<file path="config.mk">
export PLATFORM = sky130hd
export DESIGN_NAME = fetch_ctrl
export DESIGN_NICKNAME = d
export VERILOG_FILES = /design/src/rtl/fetch_pkg.sv /design/src/rtl/fetch_ctrl.sv
export SDC_FILE = /design/constraint.sdc
export NUM_CORES = 1
export LEC_CHECK = 0
export CORE_MARGIN = 4
export CORE_UTILIZATION = 33
export CTS_BUF_LIST = sky130_fd_sc_hd__clkbuf_8 sky130_fd_sc_hd__clkbuf_16
export CTS_CLUSTER_SIZE = 28
export DETAILED_ROUTE_END_ITERATION = 6
export GPL_TIMING_DRIVEN = 0
export HOLD_SLACK_MARGIN = 0.08
export PLACE_DENSITY = 0.77
export REMOVE_ABC_BUFFERS = 1
export SLEW_MARGIN = 0
export SYNTH_ARGS = -nofsm -noshare
export SYNTH_HDL_FRONTEND = slang
export SYNTH_SLANG_ARGS = --single-unit
</file>
<file path="constraint.sdc">
create_clock -name clock -period 4.2 [get_ports clock]
set_clock_uncertainty 0.1 [all_clocks]
set_input_delay 0.84 -clock clock [delete_from_list [all_inputs] [get_ports clock]]
set_output_delay 0.84 -clock clock [all_outputs]
set_load 0.1 [all_outputs]
</file>
<file path="src/rtl/fetch_pkg.sv">
// Shared types and constants for the instruction-fetch controller.
// Provides the FSM state enum and the alignment helper.
package fetch_pkg;

  typedef enum logic [1:0] {
    IDLE  = 2'd0,
    REQ   = 2'd1,
    OUT   = 2'd2,
    FAULT = 2'd3
  } fetch_state_e;

  localparam int unsigned INST_BYTES = 32'd4;
  localparam logic [1:0]  ALIGN_MASK = 2'b11;

  // A fetch address is legal only when its low bits are clear under ALIGN_MASK.
  function automatic logic pc_misaligned(input logic [1:0] pc_lo);
    return |(pc_lo & ALIGN_MASK);
  endfunction

endpackage

</file>
<file path="src/rtl/fetch_ctrl.sv">
// Instruction-fetch FSM: requests a word at current_pc, holds it for decode,
// and drives the PC register's update port on accept or redirect.
module fetch_ctrl
  import fetch_pkg::*;
#(
  parameter int XLEN = 32
) (
  input  logic            clock,
  input  logic            reset,
  input  logic [XLEN-1:0] current_pc,
  output logic            pc_write,
  output logic [XLEN-1:0] next_pc,
  output logic            mem_req,
  output logic [XLEN-1:0] mem_addr,
  input  logic            mem_ready,
  input  logic [XLEN-1:0] mem_rdata,
  output logic            inst_valid,
  input  logic            inst_ready,
  output logic [XLEN-1:0] inst_data,
  output logic [XLEN-1:0] inst_pc,
  input  logic            redirect_valid,
  input  logic [XLEN-1:0] redirect_target,
  output logic            fetch_fault
);

  fetch_state_e    state_r;
  logic [XLEN-1:0] inst_data_r;
  logic [XLEN-1:0] inst_pc_r;
  logic            fault_r;

  logic            misaligned_s;
  logic            pc_write_s;
  logic [XLEN-1:0] next_pc_s;
  logic            mem_req_s;
  logic            inst_valid_s;

  assign misaligned_s = pc_misaligned(current_pc[1:0]);

  // Same-cycle PC update and handshake qualifiers; redirect outranks everything.
  always_comb begin
    pc_write_s   = 1'b0;
    next_pc_s    = '0;
    mem_req_s    = 1'b0;
    inst_valid_s = 1'b0;
    if (reset) begin
      pc_write_s = 1'b0;
    end else begin
      case (state_r)
        IDLE, REQ, OUT: begin
          if (redirect_valid) begin
            pc_write_s = 1'b1;
            next_pc_s  = redirect_target;
          end else if (state_r == REQ) begin
            mem_req_s = !misaligned_s;
          end else if (state_r == OUT) begin
            inst_valid_s = 1'b1;
            if (inst_ready) begin
              pc_write_s = 1'b1;
              next_pc_s  = current_pc + XLEN'(INST_BYTES);
            end else begin
              pc_write_s = 1'b0;
            end
          end else begin
            pc_write_s = 1'b0;
          end
        end
        default: begin
          pc_write_s = 1'b0;
        end
      endcase
    end
  end

  // FSM state, instruction holding register and sticky fault flag.
  always_ff @(posedge clock or posedge reset) begin
    if (reset) begin
      state_r     <= IDLE;
      inst_data_r <= '0;
      inst_pc_r   <= '0;
      fault_r     <= 1'b0;
    end else begin
      case (state_r)
        IDLE: state_r <= REQ;
        REQ: begin
          if (redirect_valid) begin
            state_r <= REQ;
          end else if (misaligned_s) begin
            state_r     <= FAULT;
            fault_r     <= 1'b1;
            inst_data_r <= '0;
            inst_pc_r   <= '0;
          end else if (mem_ready) begin
            state_r     <= OUT;
            inst_data_r <= mem_rdata;
            inst_pc_r   <= current_pc;
          end
        end
        OUT: begin
          if (redirect_valid || inst_ready) begin
            state_r <= REQ;
          end
        end
        FAULT: state_r <= FAULT;
        default: state_r <= IDLE;
      endcase
    end
  end

  assign pc_write    = pc_write_s;
  assign next_pc     = next_pc_s;
  assign mem_req     = mem_req_s;
  assign mem_addr    = mem_req_s ? current_pc : '0;
  assign inst_valid  = inst_valid_s;
  assign inst_data   = inst_data_r;
  assign inst_pc     = inst_pc_r;
  assign fetch_fault = fault_r;

endmodule

</file>
==> results_dict.tcl, run 1 <==
set metrics [dict create \
    status "finished, final reports clean" \
    end_kind "primary output" \
    dr.pass1.iters 4 \
    hold_viol 0 \
    cp_top_family "buffers and inverters" \
    synth_sequential_area_ratio_pct 47.3 \
    synth_top_area_cell "dfrtp_1" \
    cts.sinks 67 \
    cp_max_fo 34 \
    fin_cells 729 \
    clkTransAtPathRegs_ns 0.07 \
    clk_path_buf_depth 2 \
    worstSkewPairLatency_ns 0.32 \
    finalCriticalPeriod_ns 4.06 \
    antenna_cells 0 \
    syn_to_final_growth_pct 75.8 \
    place_inst 708 \
    die_area_um2 12500 \
    post-dp-hpwl_mm 9.98 \
    yosysUniqueCellTypes 33 \
    layout_commonest_cell "clkdlybuf4s50_1" \
    synth_top_area_share_pct 47.3 \
    setup_violations 0 \
    layout-drive-gt1-share_pct 16.7 \
    fmax_ghz 0.246 \
    postSynthCellCount 358 \
    drt-initial-drc-count 216 \
    fin_crit_sh_pct 96.7 \
    worstHoldPathType "reg -> reg" \
    detail-route-antenna-nets 0 \
    mostFrequentLayoutCells "165 x clkdlybuf4s50_1, 67 x dfrtp_1, 63 x a22o_1" \
    worstSetupPathType "in -> out" \
    die_h_um 112 \
    crit_buf_inv 4 \
    placed_cell_area_um2 6040 \
    grt_antenna_before_repair 0 \
    cts_buffers 9 \
    max_stage_delay_ns 0.62 \
    final_util_pct 60.0 \
    place_congestion 0.829 \
    relSlewSlack_pct 32.2 \
    cp_slowest_cell "clkdlybuf4s50_1" \
    num_rows 37 \
    rsz0062_at_grt "no" \
    grt_start_max_net_pins 69 \
    slew_violations 0 \
    yosysWarnings 0 \
    synth_area_leaders "dfrtp_1 47%, a22o_1 16%, and2_1 5.7%" \
    netlist_area_um2 3540 \
    core_um2 10400 \
    fill_cells 904 \
    drc 0 \
    wl_mm 13.3 \
    cts-root-buf "clkbuf_8" \
    vias_per_cell 5.16 \
    start_util_pct 34.2 \
    cts_htree_levels 3 \
    grt_pass1_wl_mm 21.1 \
    grt-ovfl-total 0 \
    p_leak_nw 2.68 \
    crit_path_start_kind "primary input" \
    track_usage_pct 20.7 \
    p_per_area_nw_per_um2 282 \
    num_vias 3759 \
    drv_cap 0 \
    synth-seq-cells 67 \
    io_pins 233 \
    drt-wirelength-per-cell_um 18.3 \
    cts_tree "done" \
    path_cells "clkdlybuf4s50_1 > bufinv_16 > nand2_2 > nor2_4 > buf_8 > nand2_1 > o21ai_0 > clkbuf_4" \
    cp.required_ns 3.26 \
    critPathArrivalTime_ns 3.12 \
    grt_pass1_vias 3911 \
    final_nets 691 \
    place.port_buffers 230 \
    avgSynthCellArea_um2 9.89 \
    fin_area_um2 6230 \
    tightest_slew_ns 1.01 \
    peakVddDrop_mv 0.137 \
    die_w_um 112 \
]
## report_power, final
part | internal, W | leakage, nW | switching, W | total [W]
Sequential | 0.000679 | 0.909 | 0.0000192 | 0.000698
Combinational | 0.000181 | 1.67 | 0.000364 | 0.000545
Clock | 0.000267 | 0.0923 | 0.000247 | 0.000513
## metal layers
metal / up-vias / wire length [um] / GRT usage, %
li1: 1751 / - / -
met1: 1853 / 5620 / 25.9
met2: 143 / 6710 / 35.5
met3: 12 / 849 / 5.38
met4: 0 / 159 / 5.27
met5: - / 0 / 0
## area by class of cell
| type | instances | area, um2 | share of cell area, % |
|---|---|---|---|
| Clock inverter | 6 | 58.8 | 0.945 |
| Clock buffer | 9 | 124 | 1.99 |
| Inverter | 7 | 52.6 | 0.844 |
| Sequential cell | 67 | 1680 | 26.9 |
| Tap cell | 136 | 170 | 2.73 |
| Timing Repair inverter | 1 | 8.76 | 0.141 |
| Timing Repair Buffer | 243 | 2350 | 37.7 |
| Multi-Input combinational cell | 260 | 1790 | 28.7 |
## per-stage QoR
stage | hold WS, ns | total power (W) | setup TNS (ns) | setup WS, ns
after floorplan | 0.439 | 0.00104 | -169.89 | -3.12
after global placement | 0.345 | 0.00124 | -420.37 | -3.87
after detailed placement | 0.344 | 0.00125 | -64.88 | -1.44
after CTS | 0.372 | 0.00177 | 0 | 0.00842
after global routing | 0.391 | 0.00182 | 0 | 0.000155
final | 0.384 | 0.00176 | 0 | 0.140
## sequential cells by signal, indices dropped and copies added, names as in the netlist
signal	cells
inst_data	32
inst_pc	32
state_r	2
fetch_fault	1
## repair_timing
item                                    CTS  global route
hold buffers                              0             0
gates resized for setup                 223            47
endpoints found under the setup margin   64            34
buffers inserted                          4             1
pin swaps                                 2             1
gates cloned                              0             1
## path summary, 6_finish.rpt
kind,from,endpoint,slack (ns),cells past startpoint
worst max-delay path,reset,next_pc[11],0.14,8
worst min-delay path,fetch_fault$_DFFE_PP0P_,fetch_fault$_DFFE_PP0P_,0.38,1
worst max register to register,state_r[1]$_DFFE_PP0P_,inst_data[2]$_DFFE_PP0P_,2.13,6
worst min register to register,fetch_fault$_DFFE_PP0P_,fetch_fault$_DFFE_PP0P_,0.38,1
max in group asynchronous,reset,inst_data[12]$_DFFE_PP0P_,2.75,2
min in group asynchronous,reset,inst_data[25]$_DFFE_PP0P_,1.00,2
## Yosys cell counts, drive strengths merged
library cell and n:
nor3 5, and2 33, xnor2 8, a21oi 2
nand2b 1, a22oi 9, or2 1, xor2 20
conb 1, ha 1, nand4 13, clkbuf 22
and4 1, o22ai 1, o21ai 25, buf 3
nand3 10, inv 7, or4 1, and3 3
a22o 63, a21o 1, nor3b 1, dfrtp 67
nor4 4, nand2 35, nor2 20
## kinds of logic (layout without fill, tap and decap cells)
family	Yosys count	count (layout)	synth area share (%)
AO/OA/AOI/OAI	101	101	21.7
XOR/XNOR	28	28	6.92
adder cells (fa/ha/maj)	1	1	0.353
buffers and inverters	32	266	3.64
flip-flops	67	67	47.3
other	1	2	0.106
AND/OR/NAND/NOR	128	128	20.0
(Power assumes the default switching activity.)
==> run 2, diff against run 1 <==
==> config.mk (replaced) <==
export PLATFORM = sky130hd
export DESIGN_NAME = fetch_ctrl
export DESIGN_NICKNAME = d
export VERILOG_FILES = /design/src/rtl/fetch_pkg.sv /design/src/rtl/fetch_ctrl.sv
export SDC_FILE = /design/constraint.sdc
export NUM_CORES = 1
export LEC_CHECK = 0
export CORE_AREA = 4 4 89 91
export CTS_BUF_LIST = sky130_fd_sc_hd__clkbuf_8 sky130_fd_sc_hd__clkbuf_16
export CTS_CLUSTER_SIZE = 28
export DETAILED_ROUTE_END_ITERATION = 6
export DIE_AREA = 0 0 93 95
export DONT_BUFFER_PORTS = 1
export GPL_TIMING_DRIVEN = 0
export HOLD_SLACK_MARGIN = 0.08
export PLACE_DENSITY = 0.66
export REMOVE_ABC_BUFFERS = 1
export SYNTH_ARGS = -nofsm -noshare
export SYNTH_HDL_FRONTEND = slang
export SYNTH_SLANG_ARGS = --single-unit
==> results_dict.tcl, run 2 (synthesized netlist as in run 1, its figures left out) <==
set metrics [dict create \
    final_nets 457 \
    clk_path_buf_depth 2 \
    wl_mm 10.4 \
    die_h_um 95 \
    critPathArrivalTime_ns 3.12 \
    worstSetupPathType "in -> out" \
    slew_violations 0 \
    place_congestion 0.834 \
    holdBufCountCts 0 \
    grt_antenna_before_repair 0 \
    r2r_start "state_r[1]$_DFFE_PP0P_" \
    mostFrequentLayoutCells "67 x dfrtp_1, 63 x a22o_1, 34 x nand2_1" \
    io_pins 233 \
    relSlewSlack_pct 14.2 \
    worstSkewPairLatency_ns 0.34 \
    placed_cell_area_um2 3850 \
    core_um2 7140 \
    layout-drive-gt1-share_pct 20.3 \
    tightest_slew_ns 1.29 \
    rr_worst_depth 7 \
    drc 0 \
    status "finished, final reports clean" \
    cts.sinks 67 \
    num_vias 2851 \
    setup_violations 0 \
    post-dp-hpwl_mm 7.80 \
    cp_max_fo 13 \
    cts_htree_levels 3 \
    worst_r2r_endpoint "inst_data[8]$_DFFE_PP0P_" \
    end_kind "primary output" \
    p_per_area_nw_per_um2 396 \
    grt-ovfl-total 0 \
    dr.pass1.iters 4 \
    antenna_cells 0 \
    fmax_ghz 0.246 \
    cts_buffers 9 \
    clkTransAtPathRegs_ns 0.08 \
    layout_commonest_cell "dfrtp_1" \
    fin_crit_sh_pct 96.6 \
    num_rows 31 \
    grt_pass1_vias 2885 \
    worstHoldPathType "in -> async" \
    fin_area_um2 4070 \
    peakVddDrop_mv 0.211 \
    die_w_um 93 \
    die_area_um2 8840 \
    syn_to_final_growth_pct 14.9 \
    cts-root-buf "clkbuf_8" \
    grt_start_max_net_pins 69 \
    grt_pass1_wl_mm 15.8 \
    cp.required_ns 3.26 \
    detail-route-antenna-nets 0 \
    rrSetupSlack_ns 1.85 \
    hold_viol 0 \
    start_util_pct 49.6 \
    tns_ns 0 \
    drt-initial-drc-count 125 \
    place.port_buffers 0 \
    finalCriticalPeriod_ns 4.06 \
    cts_tree "done" \
    rsz0062_at_grt "no" \
    vias_per_cell 6.21 \
    drt-wirelength-per-cell_um 22.7 \
    p_leak_nw 1.77 \
    track_usage_pct 23.3 \
    drv_cap 0 \
    crit_path_start_kind "primary input" \
]
-- run 2: timing repair --
item	4_1_cts	5_1_grt
resized for setup	2	1
buffers inserted	0	0
endpoints found under the setup margin	22	22
hold endpoints to repair	0	0
-- run 2: through the flow --
step	worst slack [ns]	hold slack, ns	instances	util (%)	power (W)
floorplan	-3.12	0.439	334	-	0.00104
global placement	-4.50	0.480	433	50.0	0.00106
detailed placement	-0.510	0.506	443	53.9	0.00106
CTS	0.116	0.454	459	57.0	0.00163
global route	0.0362	0.371	459	57.0	0.00167
finish	0.142	0.342	459	57.0	0.00161
-- run 2: power by group --
| part | internal [W] | total, W | switching [W] | leakage, nW |
|---|---|---|---|---|
| sequential | 0.000673 | 0.000958 | 0.000286 | 0.909 |
| combinational | 0.0000422 | 0.0000907 | 0.0000484 | 0.755 |
| clock | 0.000297 | 0.000562 | 0.000266 | 0.103 |
| total | 0.00101 | 0.00161 | 0.000600 | 1.77 |
-- run 2: how the worst max path moves through the flow --
stage | depth (start not counted) | slack [ns] | startpoint | to
floorplan | 3 | -3.12 | current_pc[1] | mem_addr[10]
global placement | 3 | -4.50 | current_pc[1] | mem_addr[27]
detailed placement | 5 | -0.51 | reset | next_pc[31]
CTS | 5 | 0.12 | current_pc[1] | mem_addr[12]
global route | 5 | 0.04 | current_pc[1] | mem_addr[28]
finish | 5 | 0.14 | current_pc[1] | mem_addr[12]
-- run 2: critical path: stages --
cell,delay [ns]
or2_2,0.34
nor4_2,0.71
buf_6,0.24
buf_4,0.19
and2_1,0.79
-- run 2: metal layers --
metal  track usage, %  vias to the layer above  wire (um)
met4             9.40                        0        188
met2             37.4                      175       5060
met3             7.33                       15       1070
met5                0                        -          0
met1             29.4                     1370       4130
li1                 -                     1291          -
-- run 2: final cells by class --
class | count | area, um2
Fill cell | 636 | 3070
Sequential cell | 67 | 1680
Timing Repair Buffer | 10 | 138
Multi-Input combinational cell | 260 | 1890
Inverter | 7 | 31.3
Tap cell | 99 | 124
Clock inverter | 6 | 72.6
Clock buffer | 10 | 138
